<file path="src/rtl/rd_burst_master.sv">
// Avalon-MM burst read master: copies bytes [pkt_begin, pkt_end) into a packet
// FIFO, splitting bursts on MAX_BURST word boundaries and framing with sop/eop.
module rd_burst_master #(
  parameter int DATA_W    = 32,
  parameter int ADDR_W    = 32,
  parameter int MAX_BURST = 16,
  parameter int LEN_W     = 16
) (
  input  logic                        clk,
  input  logic                        reset,
  input  logic                        start,
  input  logic [ADDR_W-1:0]           pkt_begin,
  input  logic [ADDR_W-1:0]           pkt_end,
  output logic                        busy,
  output logic                        done,
  output logic                        err,
  output logic [DATA_W-1:0]           fifo_data,
  output logic                        fifo_wr,
  output logic                        fifo_sop,
  output logic                        fifo_eop,
  output logic [$clog2(DATA_W/8)-1:0] fifo_empty,
  input  logic                        fifo_almost_full,
  output logic [ADDR_W-1:0]           avm_address,
  output logic                        avm_read,
  output logic [$clog2(MAX_BURST):0]  avm_burstcount,
  input  logic [DATA_W-1:0]           avm_readdata,
  input  logic                        avm_readdatavalid,
  input  logic                        avm_waitrequest
);

  localparam int BYTES   = DATA_W / 8;
  localparam int EMPTY_W = $clog2(BYTES);
  localparam int BC_W    = $clog2(MAX_BURST) + 1;
  localparam int CW      = ((ADDR_W > LEN_W) ? ADDR_W : LEN_W) + 2;

  localparam logic [2:0] S_IDLE  = 3'd0;
  localparam logic [2:0] S_CHECK = 3'd1;
  localparam logic [2:0] S_ISSUE = 3'd2;
  localparam logic [2:0] S_WAIT  = 3'd3;
  localparam logic [2:0] S_DONE  = 3'd4;

  logic [2:0]         state_q, state_d;
  logic [ADDR_W-1:0]  begin_q, begin_d;
  logic [ADDR_W-1:0]  end_q, end_d;
  logic [ADDR_W-1:0]  addr_q, addr_d;
  logic [LEN_W-1:0]   words_left_q, words_left_d;
  logic [EMPTY_W-1:0] last_empty_q, last_empty_d;
  logic               err_q, err_d;
  logic               sop_pend_q, sop_pend_d;
  logic               issuing_q, issuing_d;
  logic [BC_W-1:0]    bc_q, bc_d;
  logic [BC_W-1:0]    beat_q, beat_d;
  logic               fifo_wr_q, fifo_wr_d;
  logic               fifo_sop_q, fifo_sop_d;
  logic               fifo_eop_q, fifo_eop_d;
  logic [EMPTY_W-1:0] fifo_empty_q, fifo_empty_d;
  logic [DATA_W-1:0]  fifo_data_q, fifo_data_d;

  logic [CW-1:0]      len, words, word_mod, room;
  logic [BC_W-1:0]    burst_len;
  logic               rd_req, last_beat;

  // Once a burst is presented it stays up through waitrequest even if the
  // FIFO later reports almost-full, so the Avalon command never changes.
  assign rd_req    = (state_q == S_ISSUE) && (issuing_q || !fifo_almost_full);
  assign last_beat = (state_q == S_WAIT) && avm_readdatavalid &&
                     (beat_q == bc_q - BC_W'(1));

  always_comb begin
    len       = CW'(end_q) - CW'(begin_q);
    words     = (len + CW'(BYTES - 1)) >> EMPTY_W;
    word_mod  = CW'(addr_q >> EMPTY_W) & CW'(MAX_BURST - 1);
    room      = CW'(MAX_BURST) - word_mod;
    burst_len = (CW'(words_left_q) < room) ? BC_W'(words_left_q) : BC_W'(room);
  end

  // NOTE: every _d gets a default first so no path through the case infers a latch.
  always_comb begin
    state_d      = state_q;
    begin_d      = begin_q;
    end_d        = end_q;
    addr_d       = addr_q;
    words_left_d = words_left_q;
    last_empty_d = last_empty_q;
    err_d        = err_q;
    sop_pend_d   = sop_pend_q;
    issuing_d    = 1'b0;
    bc_d         = bc_q;
    beat_d       = beat_q;
    fifo_wr_d    = 1'b0;
    fifo_sop_d   = 1'b0;
    fifo_eop_d   = 1'b0;
    fifo_empty_d = '0;
    fifo_data_d  = fifo_data_q;

    case (state_q)
      S_IDLE: begin
        if (start) begin
          begin_d = pkt_begin;
          end_d   = pkt_end;
          state_d = S_CHECK;
        end
      end
      S_CHECK: begin
        if ((end_q < begin_q) || (|begin_q[EMPTY_W-1:0]) || (|(len >> LEN_W))) begin
          err_d   = 1'b1;
          state_d = S_DONE;
        end else if (len == '0) begin
          err_d   = 1'b0;
          state_d = S_DONE;
        end else begin
          err_d        = 1'b0;
          addr_d       = begin_q;
          words_left_d = LEN_W'(words);
          // (BYTES - L%BYTES) % BYTES is just the low bits of -L.
          last_empty_d = EMPTY_W'(CW'(0) - len);
          sop_pend_d   = 1'b1;
          state_d      = S_ISSUE;
        end
      end
      S_ISSUE: begin
        if (rd_req && !avm_waitrequest) begin
          bc_d    = burst_len;
          beat_d  = '0;
          state_d = S_WAIT;
        end else if (rd_req) begin
          issuing_d = 1'b1;
        end
      end
      S_WAIT: begin
        if (avm_readdatavalid) begin
          fifo_wr_d   = 1'b1;
          fifo_data_d = avm_readdata;
          fifo_sop_d  = sop_pend_q;
          sop_pend_d  = 1'b0;
          beat_d      = beat_q + BC_W'(1);
          if (last_beat) begin
            beat_d       = '0;
            addr_d       = addr_q + (ADDR_W'(bc_q) << EMPTY_W);
            words_left_d = words_left_q - LEN_W'(bc_q);
            if (words_left_q == LEN_W'(bc_q)) begin
              fifo_eop_d   = 1'b1;
              fifo_empty_d = last_empty_q;
              state_d      = S_DONE;
            end else begin
              state_d = S_ISSUE;
            end
          end
        end
      end
      S_DONE:  state_d = S_IDLE;
      default: state_d = S_IDLE;
    endcase
  end

  // NOTE: sequential state uses non-blocking assignments only, so every flop
  // samples the pre-edge value of every other flop.
  always_ff @(posedge clk or negedge reset) begin
    if (!reset) begin
      state_q      <= S_IDLE;
      begin_q      <= '0;
      end_q        <= '0;
      addr_q       <= '0;
      words_left_q <= '0;
      last_empty_q <= '0;
      err_q        <= 1'b0;
      sop_pend_q   <= 1'b0;
      issuing_q    <= 1'b0;
      bc_q         <= '0;
      beat_q       <= '0;
      fifo_wr_q    <= 1'b0;
      fifo_sop_q   <= 1'b0;
      fifo_eop_q   <= 1'b0;
      fifo_empty_q <= '0;
      fifo_data_q  <= '0;
    end else begin
      state_q      <= state_d;
      begin_q      <= begin_d;
      end_q        <= end_d;
      addr_q       <= addr_d;
      words_left_q <= words_left_d;
      last_empty_q <= last_empty_d;
      err_q        <= err_d;
      sop_pend_q   <= sop_pend_d;
      issuing_q    <= issuing_d;
      bc_q         <= bc_d;
      beat_q       <= beat_d;
      fifo_wr_q    <= fifo_wr_d;
      fifo_sop_q   <= fifo_sop_d;
      fifo_eop_q   <= fifo_eop_d;
      fifo_empty_q <= fifo_empty_d;
      fifo_data_q  <= fifo_data_d;
    end
  end

  assign busy           = (state_q != S_IDLE);
  assign done           = (state_q == S_DONE);
  assign err            = done && err_q;
  assign fifo_wr        = fifo_wr_q;
  assign fifo_sop       = fifo_sop_q;
  assign fifo_eop       = fifo_eop_q;
  assign fifo_empty     = fifo_empty_q;
  assign fifo_data      = fifo_data_q;
  assign avm_read       = rd_req;
  assign avm_address    = addr_q;
  assign avm_burstcount = burst_len;

endmodule

</file>
<file path="config.mk">
export PLATFORM = sky130hd
export DESIGN_NAME = rd_burst_master
export DESIGN_NICKNAME = d
export VERILOG_FILES = /design/src/rtl/rd_burst_master.sv
export SDC_FILE = /design/constraint.sdc
export NUM_CORES = 1
export LEC_CHECK = 0
export ABC_AREA = 1
export CAP_MARGIN = 25
export CORE_MARGIN = 10
export CORE_UTILIZATION = 55
export CTS_CLUSTER_DIAMETER = 100
export DETAILED_ROUTE_END_ITERATION = 6
export PLACE_DENSITY = 0.81
export SYNTH_ARGS = -nofsm -noshare
export SYNTH_HDL_FRONTEND = slang
export SYNTH_SLANG_ARGS = --single-unit
</file>
<file path="constraint.sdc">
create_clock -name clk -period 8.8 [get_ports clk]
set_clock_uncertainty 0.15 [all_clocks]
set_input_delay 1.32 -clock clk [delete_from_list [all_inputs] [get_ports clk]]
set_output_delay 1.32 -clock clk [all_outputs]
set_load 0.01 [all_outputs]
</file>
Word level (Yosys, flattened, before mapping):

Index checks and enable logic that the tools add are counted.
Widths: inputs -> output; s select.

* flip-flop bits (word level): 167
* bits in latches: 0
* memory bits (writable): 0
* memory bits (read-only): 0
* input bits: 102
* output and inout bits: 78
* memories kept: 0

* add/sub/neg operators: 8
* multiply operators: 0
* div/mod/pow operators: 0
* $lt $le $gt $ge: 2
* equal/unequal tests: 12
* shifts and indexed selects: 0
* multiplexer cells: 43
* bitwise operators: 2
* reduce and logical (&&, ||, !) cells: 25

Operators with widths (number)
* $mux 32: 4
* $mux 16: 4
* $pmux 32 s2: 1
* $logic_not 34->1: 1
* $lt 16x34->1: 1
* $sub 32x32->33: 1
* $add 32x7->32: 1
* $lt 32x32->1: 1
* $pmux 16 s2: 1
* $mux 3: 7
* $mux 5: 4
* $add 18x3->18 const B: 1
* $reduce_or 18->1: 1
* $eq 16x5->1: 1
* $sub 16x5->16: 1
* $mux 1: 15
* $pmux 3 s4: 1
* $ne 2x2->1 const B: 5
* $pmux 5 s2: 1
* $mux 2: 4
* $reduce_and 4->1: 2
* $eq 3x2->1 const B: 2
* $reduce_and 2->1: 3
* $reduce_and 3->1: 2
* other kinds (18): 27

Longest topological paths before layout:

Gate-level depths: netlist of run 1.

* depth after elaboration: 6
* depth in mapped cells: 23
* mapped depth without buffers: 21

Least setup slack after synthesis of run 1:

OpenSTA, ideal clock, no wires.

* path type: flip-flop to output port
* start: register addr_q[3] (netlist: avm_address[3])
* end: output port avm_burstcount[0]
* arrival: 2.068 ns
* data required time: 7.330 ns
* slack: 5.262 ns
* stages on the path, launching flop included: 9
* path through: dfrtp_1 -> inv_1 -> ha_1 -> inv_1 -> ha_1 -> a21boi_0 -> o21ai_0 -> o2111ai_1 -> o21ai_0

* longest elaborated chain between the ends: 3

RTL lines
* start: declaration: line 45 `logic [ADDR_W-1:0] addr_q, addr_d;`
* start signal: assignment: line 180 `addr_q <= addr_d;`
* $sub 5x4->6: line 73 `room = CW'(MAX_BURST) - word_mod;`
* $lt 16x34->1: line 74 `burst_len = (CW'(words_left_q) < room) ? BC_W'(words_left_q) : BC_W'(room);`
* $mux 5: line 74
* end: declaration: line 25 `output logic [$clog2(MAX_BURST):0] avm_burstcount,`

No other way between the ends.

Worst setup path in the final report of run 1:

* start: register words_left_q[6]
* end: output port avm_burstcount[0]

* longest elaborated chain between the ends: 2

RTL lines
* start: declaration: line 46 `logic [LEN_W-1:0] words_left_q, words_left_d;`
* start signal: assignment: line 181 `words_left_q <= words_left_d;`
* $lt 16x34->1: line 74
* $mux 5: line 74

No other way between the ends.

==> flow_metrics.py, run 1 <==
metrics = {
    "clock_tree": {
        "postCtsSetupBuffers": 0,
        "clock_path_buffers": 2,
        "hold_buffers": 0,
        "cts-resized-gates": 0,
        "cts_buffers": 17,
        "htreeDepth": 4,
        "cts_tree": "yes",
        "clock-sinks": 167,
        "clkLatencyLatePin_ps": 440,
        "cts_root_buffer": "clkbuf_16",
        "clk_pin_slew_ps": 70,
    },
    "setup_path": {
        "crit_path_start_kind": "flop",
        "crit_start": "words_left_q[6]$_DFFE_PN0P_",
        "critPathMaxFanout": 10,
        "cp-end-kind": "primary output",
        "required_ps": 7330,
        "cp.arrival_ps": 3540,
        "rrSetupSlack_ps": 4700,
        "reg2reg_from": "end_q[0]$_DFFE_PN0P_",
        "crit_type": "reg -> out",
    },
    "grt": {
        "grt_max_degree": 97,
        "antenna_found_initial": 0,
        "grt_overflow_total": 0,
        "grt.total_usage_pct": 24.3,
        "grt_pass1_vias": 10711,
        "grt_pass1_wl_mm": 55.4,
    },
    "sta": {
        "maxSlewHeadroom_pct": 30.6,
        "tightest_slew_ps": 1040,
        "max_freq_mhz": 200,
        "timing.setup.tns_ps": 0,
        "slew_violations": 0,
        "hold_violations": 0,
        "grt_setup_unrepaired": "false",
        "post-route-period-util_pct": 57.0,
        "finalCriticalPeriod_ps": 5010,
        "finalSetupViolations": 0,
    },
    "cells_and_area": {
        "syn_to_final_growth_pct": 22.4,
        "antennaDiodeCount": 0,
        "layout_common_cells": "nand2_1 (598), inv_1 (229), clkdlybuf4s50_1 (178)",
        "fillers": 1884,
        "layout_commonest_cell": "nand2_1",
        "drive_gt1_share_pct": 5.60,
        "nets": 2018,
    },
    "power_and_ir_drop": {
        "p_sw_uw": 3140,
        "p_comb_share_pct": 64.6,
        "ir_worst_vdd_mv": 0.197,
        "power.density_nw_per_um2": 432,
        "p_int_uw": 3030,
        "power_leakage_uw": 0.00733,
        "pwr-share-seq_pct": 22.7,
        "swShare_pct": 50.9,
        "clkPwrFrac_pct": 12.6,
        "power_uw": 6160,
    },
    "synth": {
        "ys_seq_elements": 167,
        "synth.distinct_cells": 44,
        "avgSynthCellArea_um2": 6.87,
        "syn_area_um2": 11700,
        "ys_warn_count": 0,
        "synth_enable_flop_cells": 0,
        "synth_flop_cell": "dfrtp_1",
        "yosysSeqAreaShare_pct": 35.8,
        "syn-num-nets": 1856,
        "async_flop_share_pct": 100,
        "syn_inst": 1700,
    },
    "floorplan": {
        "ios": 180,
        "rows": 53,
        "core_area_um2": 21000,
        "die_w_um": 166,
        "fp.dieH_um": 166,
        "initial_core_util_pct": 55.7,
        "fp.dieArea_um2": 27400,
    },
    "placed_design": {
        "globalplace.congestion": 0.980,
        "hpwl_mm": 26.4,
        "io_buffers": 179,
    },
    "detailed_routing": {
        "routed_wl_mm": 34.3,
        "first_iter_violations": 906,
        "dr.pass1.iters": 7,
        "vias": 11304,
        "route.detailed.drc": 0,
        "ant_nets": 0,
        "routedWlPerCell_um": 15.9,
        "via_per_inst": 5.26,
    },
    "min_path": {
        "hold_start": "fifo_data[21]$_DFFE_PN0P_",
        "min_path_type": "reg -> reg",
    },
    "flow_run": {
        "cap_viol_max_count": 0,
    },
    "status": {
        "status": "finished clean",
    },
}
[power groups by stage]
stage	Sequential [uW]	Clock (uW)	Combinational, uW
5_1_grt	1450	823	4480
3_5_place_dp	1410	0	3920
4_1_cts	1400	794	3960
3_3_place_gp	1390	0	3840
6_report	1400	780	3980
2_1_floorplan	1400	0	2730
[sequential cells by signal (all words and copies together), names as in the netlist]
signal,flops
issuing_q,1
err_q,1
avm_address,32
fifo_sop,1
bc_q,5
last_empty_q,2
begin_q,32
fifo_empty,2
sop_pend_q,1
words_left_q,16
beat_q,5
fifo_eop,1
fifo_data,32
fifo_wr,1
state_q,3
end_q,32
[final cells by class]
| type | instances | area (um^2) | share of cell area, % |
|---|---|---|---|
| multi-input combinational | 1257 | 6400 | 44.8 |
| sequential | 167 | 4180 | 29.3 |
| timing repair buffer | 185 | 1880 | 13.2 |
| inverter | 234 | 878 | 6.15 |
| clock buffer | 18 | 439 | 3.08 |
| tap | 275 | 344 | 2.41 |
| clock inverter | 14 | 159 | 1.11 |
[routing by layer]
layer	routed length [um]	part of all wire, %	global-route usage [%]	up-vias
li1	-	-	-	5677
met1	14800	43	31.0	5237
met2	16900	49	42.0	341
met3	1850	5.4	3.76	49
met4	707	2.1	6.16	0
met5	0	0	0	-
[per-stage QoR]
| stage | setup slack (ps) | hold slack (ps) | area (um^2) | cells | utilization (%) |
|---|---|---|---|---|---|
| after detailed placement | 4280 | 314 | 13700 | 2117 | 65.2 |
| final | 3790 | 328 | 14300 | 2150 | 68.1 |
| after global placement | 3770 | 309 | 13600 | 2116 | 65.0 |
| after floorplan | 5260 | 292 | 11700 | 1700 | - |
| after CTS | 3780 | 334 | 14300 | 2149 | 68.0 |
| after global routing | 3550 | 347 | 14300 | 2150 | 68.1 |
[path summary, 6_finish.rpt]
path / depth (start not counted) / end
max in group asynchronous: 3 / end_q[18]$_DFFE_PN0P_
max: 6 / avm_burstcount[0]
min in group asynchronous: 1 / beat_q[2]$_DFFE_PN0P_
min: 2 / fifo_data[21]$_DFFE_PN0P_
min reg2reg: 2 / fifo_data[21]$_DFFE_PN0P_
max reg2reg: 20 / words_left_q[7]$_DFFE_PN0P_
[cells by family after synthesis]
kind of cell | after synthesis | synth area share, %
AO/OA/AOI/OAI | 157 | 7.14
XOR/XNOR | 45 | 3.51
adder cells (fa/ha/maj) | 54 | 5.98
buffers and inverters | 276 | 9.51
flip-flops | 167 | 35.8
multiplexers | 32 | 3.09
AND/OR/NAND/NOR | 969 | 35.0
[worst max-delay path, cell delays in order (launching register included)]
cell and delay, ps:
dfrtp_1 430, nor2_1 240, nand3_1 210, nor4_1 620, o2111ai_1 530, o21ai_0 450, clkdlybuf4s50_1 610
[cell usage after synthesis, types with 3 or more instances]
cell type,instances,area share (%)
o21ai_0,58,2.5
nor3_1,27,1.2
nor4_1,6,0.32
nand3_1,111,4.8
ha_1,51,5.5
mux2_2,32,3.1
nand2_2,8,0.43
a31oi_1,4,0.21
nand3b_1,6,0.39
nor2_4,6,0.58
nand4_1,25,1.3
nand3_2,5,0.43
buf_6,4,0.39
dfrtp_1,167,36
nand2_4,3,0.29
o22ai_1,8,0.43
buf_8,3,0.39
a21oi_1,73,3.1
buf_2,8,0.34
and2_1,3,0.16
clkbuf_1,22,0.71
inv_1,229,7.4
xor2_1,23,1.7
fa_1,3,0.51
nand2_1,598,19
nor2_1,163,5.2
o21bai_1,4,0.26
clkinv_1,5,0.16
xnor2_1,20,1.5
buf_1,5,0.16
Power figures use the tool's default switching activity.
==> inputs of run 2 (changes only) <==
- CORE_UTILIZATION: 55 -> 50
- PLACE_DENSITY: 0.81 -> 0.78
- clock period: 8.8 -> 4.15 ns (I/O delays scaled with it)
==> run 2 against run 1 <==
Compared with the run above: combinational power is 110% higher; sequential cell count unchanged; worst hold slack worse by 260 ps; sequential share of layout area down 0.15 points; wire length increased by 2.7%; non-clock buffer count is 4 higher; final cell count rose by 2.0%; die area rose by 8.8%; final area up 0.50%; clock power increased by 110%; largest cell class unchanged; clock-buffer cell count did not move.
==> flow_metrics.py, run 2 (synthesis gave the netlist of run 1 again) <==
metrics = {
    "clock_tree": {
        "hold_buffers": 0,
        "cts_root_buffer": "clkbuf_16",
        "clkLatencyLatePin_ps": 440,
        "cts_tree": "yes",
        "clk_pin_slew_ps": 70,
        "cts_buffers": 17,
        "clock_path_buffers": 2,
        "clock-sinks": 167,
        "htreeDepth": 4,
    },
    "status": {
        "status": "finished clean",
    },
    "detailed_routing": {
        "first_iter_violations": 1130,
        "dr.pass1.iters": 5,
        "vias": 11337,
        "routed_wl_mm": 35.2,
        "via_per_inst": 5.17,
        "ant_nets": 0,
        "routedWlPerCell_um": 16.1,
        "route.detailed.drc": 0,
    },
    "setup_path": {
        "crit_path_start_kind": "flop",
        "critPathMaxFanout": 10,
        "crit_type": "reg -> out",
        "cp-end-kind": "primary output",
        "required_ps": 3380,
        "cp.arrival_ps": 3220,
    },
    "floorplan": {
        "fp.dieArea_um2": 29900,
        "core_area_um2": 22800,
        "die_w_um": 173,
        "fp.dieH_um": 173,
        "ios": 180,
        "rows": 55,
        "initial_core_util_pct": 51.2,
    },
    "placed_design": {
        "placed_cells": 2160,
        "hpwl_mm": 27.8,
        "globalplace.congestion": 1.00,
        "io_buffers": 179,
        "place_ws_ps": 341,
    },
    "power_and_ir_drop": {
        "power.density_nw_per_um2": 918,
        "swShare_pct": 51.2,
        "power_leakage_uw": 0.00733,
        "p_sw_uw": 6750,
        "clkPwrFrac_pct": 12.5,
        "p_comb_share_pct": 64.9,
        "pwr-share-seq_pct": 22.6,
        "ir_worst_vdd_mv": 0.337,
        "p_int_uw": 6420,
        "power_uw": 13200,
    },
    "sta": {
        "post-route-period-util_pct": 96.2,
        "worst_slack_ps": 157,
        "tightest_slew_ps": 1010,
        "max_freq_mhz": 250,
        "finalCriticalPeriod_ps": 3990,
        "timing.setup.tns_ps": 0,
        "maxSlewHeadroom_pct": 32.5,
        "slew_violations": 0,
        "hold_violations": 0,
        "finalSetupViolations": 0,
    },
    "cells_and_area": {
        "multi_input_area_um2": 6410,
        "drive_gt1_share_pct": 5.85,
        "seq_area_um2": 4180,
        "nets": 2022,
        "fillers": 2093,
        "layout.cells.non_filler": 2192,
        "syn_to_final_growth_pct": 23.0,
        "antennaDiodeCount": 0,
        "layout_commonest_cell": "nand2_1",
        "layout_common_cells": "nand2_1 (598), inv_1 (229), clkdlybuf4s50_1 (178)",
    },
    "grt": {
        "grt_overflow_total": 0,
        "grt_pass1_vias": 11017,
        "antenna_found_initial": 2,
        "grt_pass1_wl_mm": 57.1,
        "grt_max_degree": 84,
        "grt.total_usage_pct": 23.3,
    },
    "flow_run": {
        "cap_viol_max_count": 0,
    },
    "min_path": {
        "min_path_type": "in -> async",
    },
}
## run 2: power groups by stage
| stage | logic [uW] | registers [uW] | clock network, uW |
|---|---|---|---|
| after global placement | 8310 | 2970 | 0 |
| after detailed placement | 8440 | 2990 | 0 |
| after floorplan | 5780 | 2960 | 0 |
| after global routing | 9590 | 3080 | 1730 |
| final | 8550 | 2980 | 1640 |
| after CTS | 8500 | 2970 | 1660 |
## run 2: routing by layer
layer	wire (um)	GRT usage, %	vias up
met4	858	6.83	0
li1	-	-	5693
met2	17000	38.9	319
met3	2210	3.92	55
met1	15200	30.3	5270
met5	0	0	-
## run 2: critical path, cell delays in order, from the launching register on
cell	delay (ps)
dfrtp_1	470
inv_1	100
ha_1	310
inv_1	50
ha_1	250
a21boi_0	120
o21ai_0	220
o2111ai_2	290
o21ai_0	360
clkdlybuf4s50_1	600
## run 2: final timing paths
path                                                   from                     endpoint  slack, ps  cells past startpoint
worst max-delay path             avm_address[2]$_DFFE_PN0P_            avm_burstcount[0]        160                      9
worst min-delay path                                  reset    fifo_data[27]$_DFFE_PN0P_         70                      1
worst max register to register         end_q[0]$_DFFE_PN0P_  avm_address[29]$_DFFE_PN0P_        520                     20
worst min register to register  words_left_q[0]$_DFFE_PN0P_  words_left_q[0]$_DFFE_PN0P_        330                      2
max in group asynchronous                             reset       begin_q[7]$_DFFE_PN0P_       2860                      2
min in group clk                words_left_q[0]$_DFFE_PN0P_  words_left_q[0]$_DFFE_PN0P_        330                      2
## run 2: cell type report
class	count	share of cell area, %
multi-input cells	1257	44.7
flip-flops and latches	167	29.1
repair buffers	189	13.2
inverters	234	6.12
clock buffers	18	2.99
well taps	313	2.73
clock inverters	14	1.15
## run 2: through the flow
stage                     utilization (%)  area, um^2  hold WS, ps
after detailed placement             60.3       13700          310
after global placement               60.3       13700          311
after CTS                            63.0       14300          113
after floorplan                         -       11700          177
after global routing                 63.0       14400          128
final                                63.0       14400         70.3
## run 2: what timing repair did
item | in CTS | in global routing
setup buffers | 0 | 0
setup endpoints to repair | 5 | 4
gates cloned | 0 | 0
resized for setup | 1 | 1
==> inputs of run 3 (changes only) <==
- TNS_END_PERCENT: unset -> 1
==> results of run 3 <==
The final DEF is identical to that of run 2; final timing and power are the same.
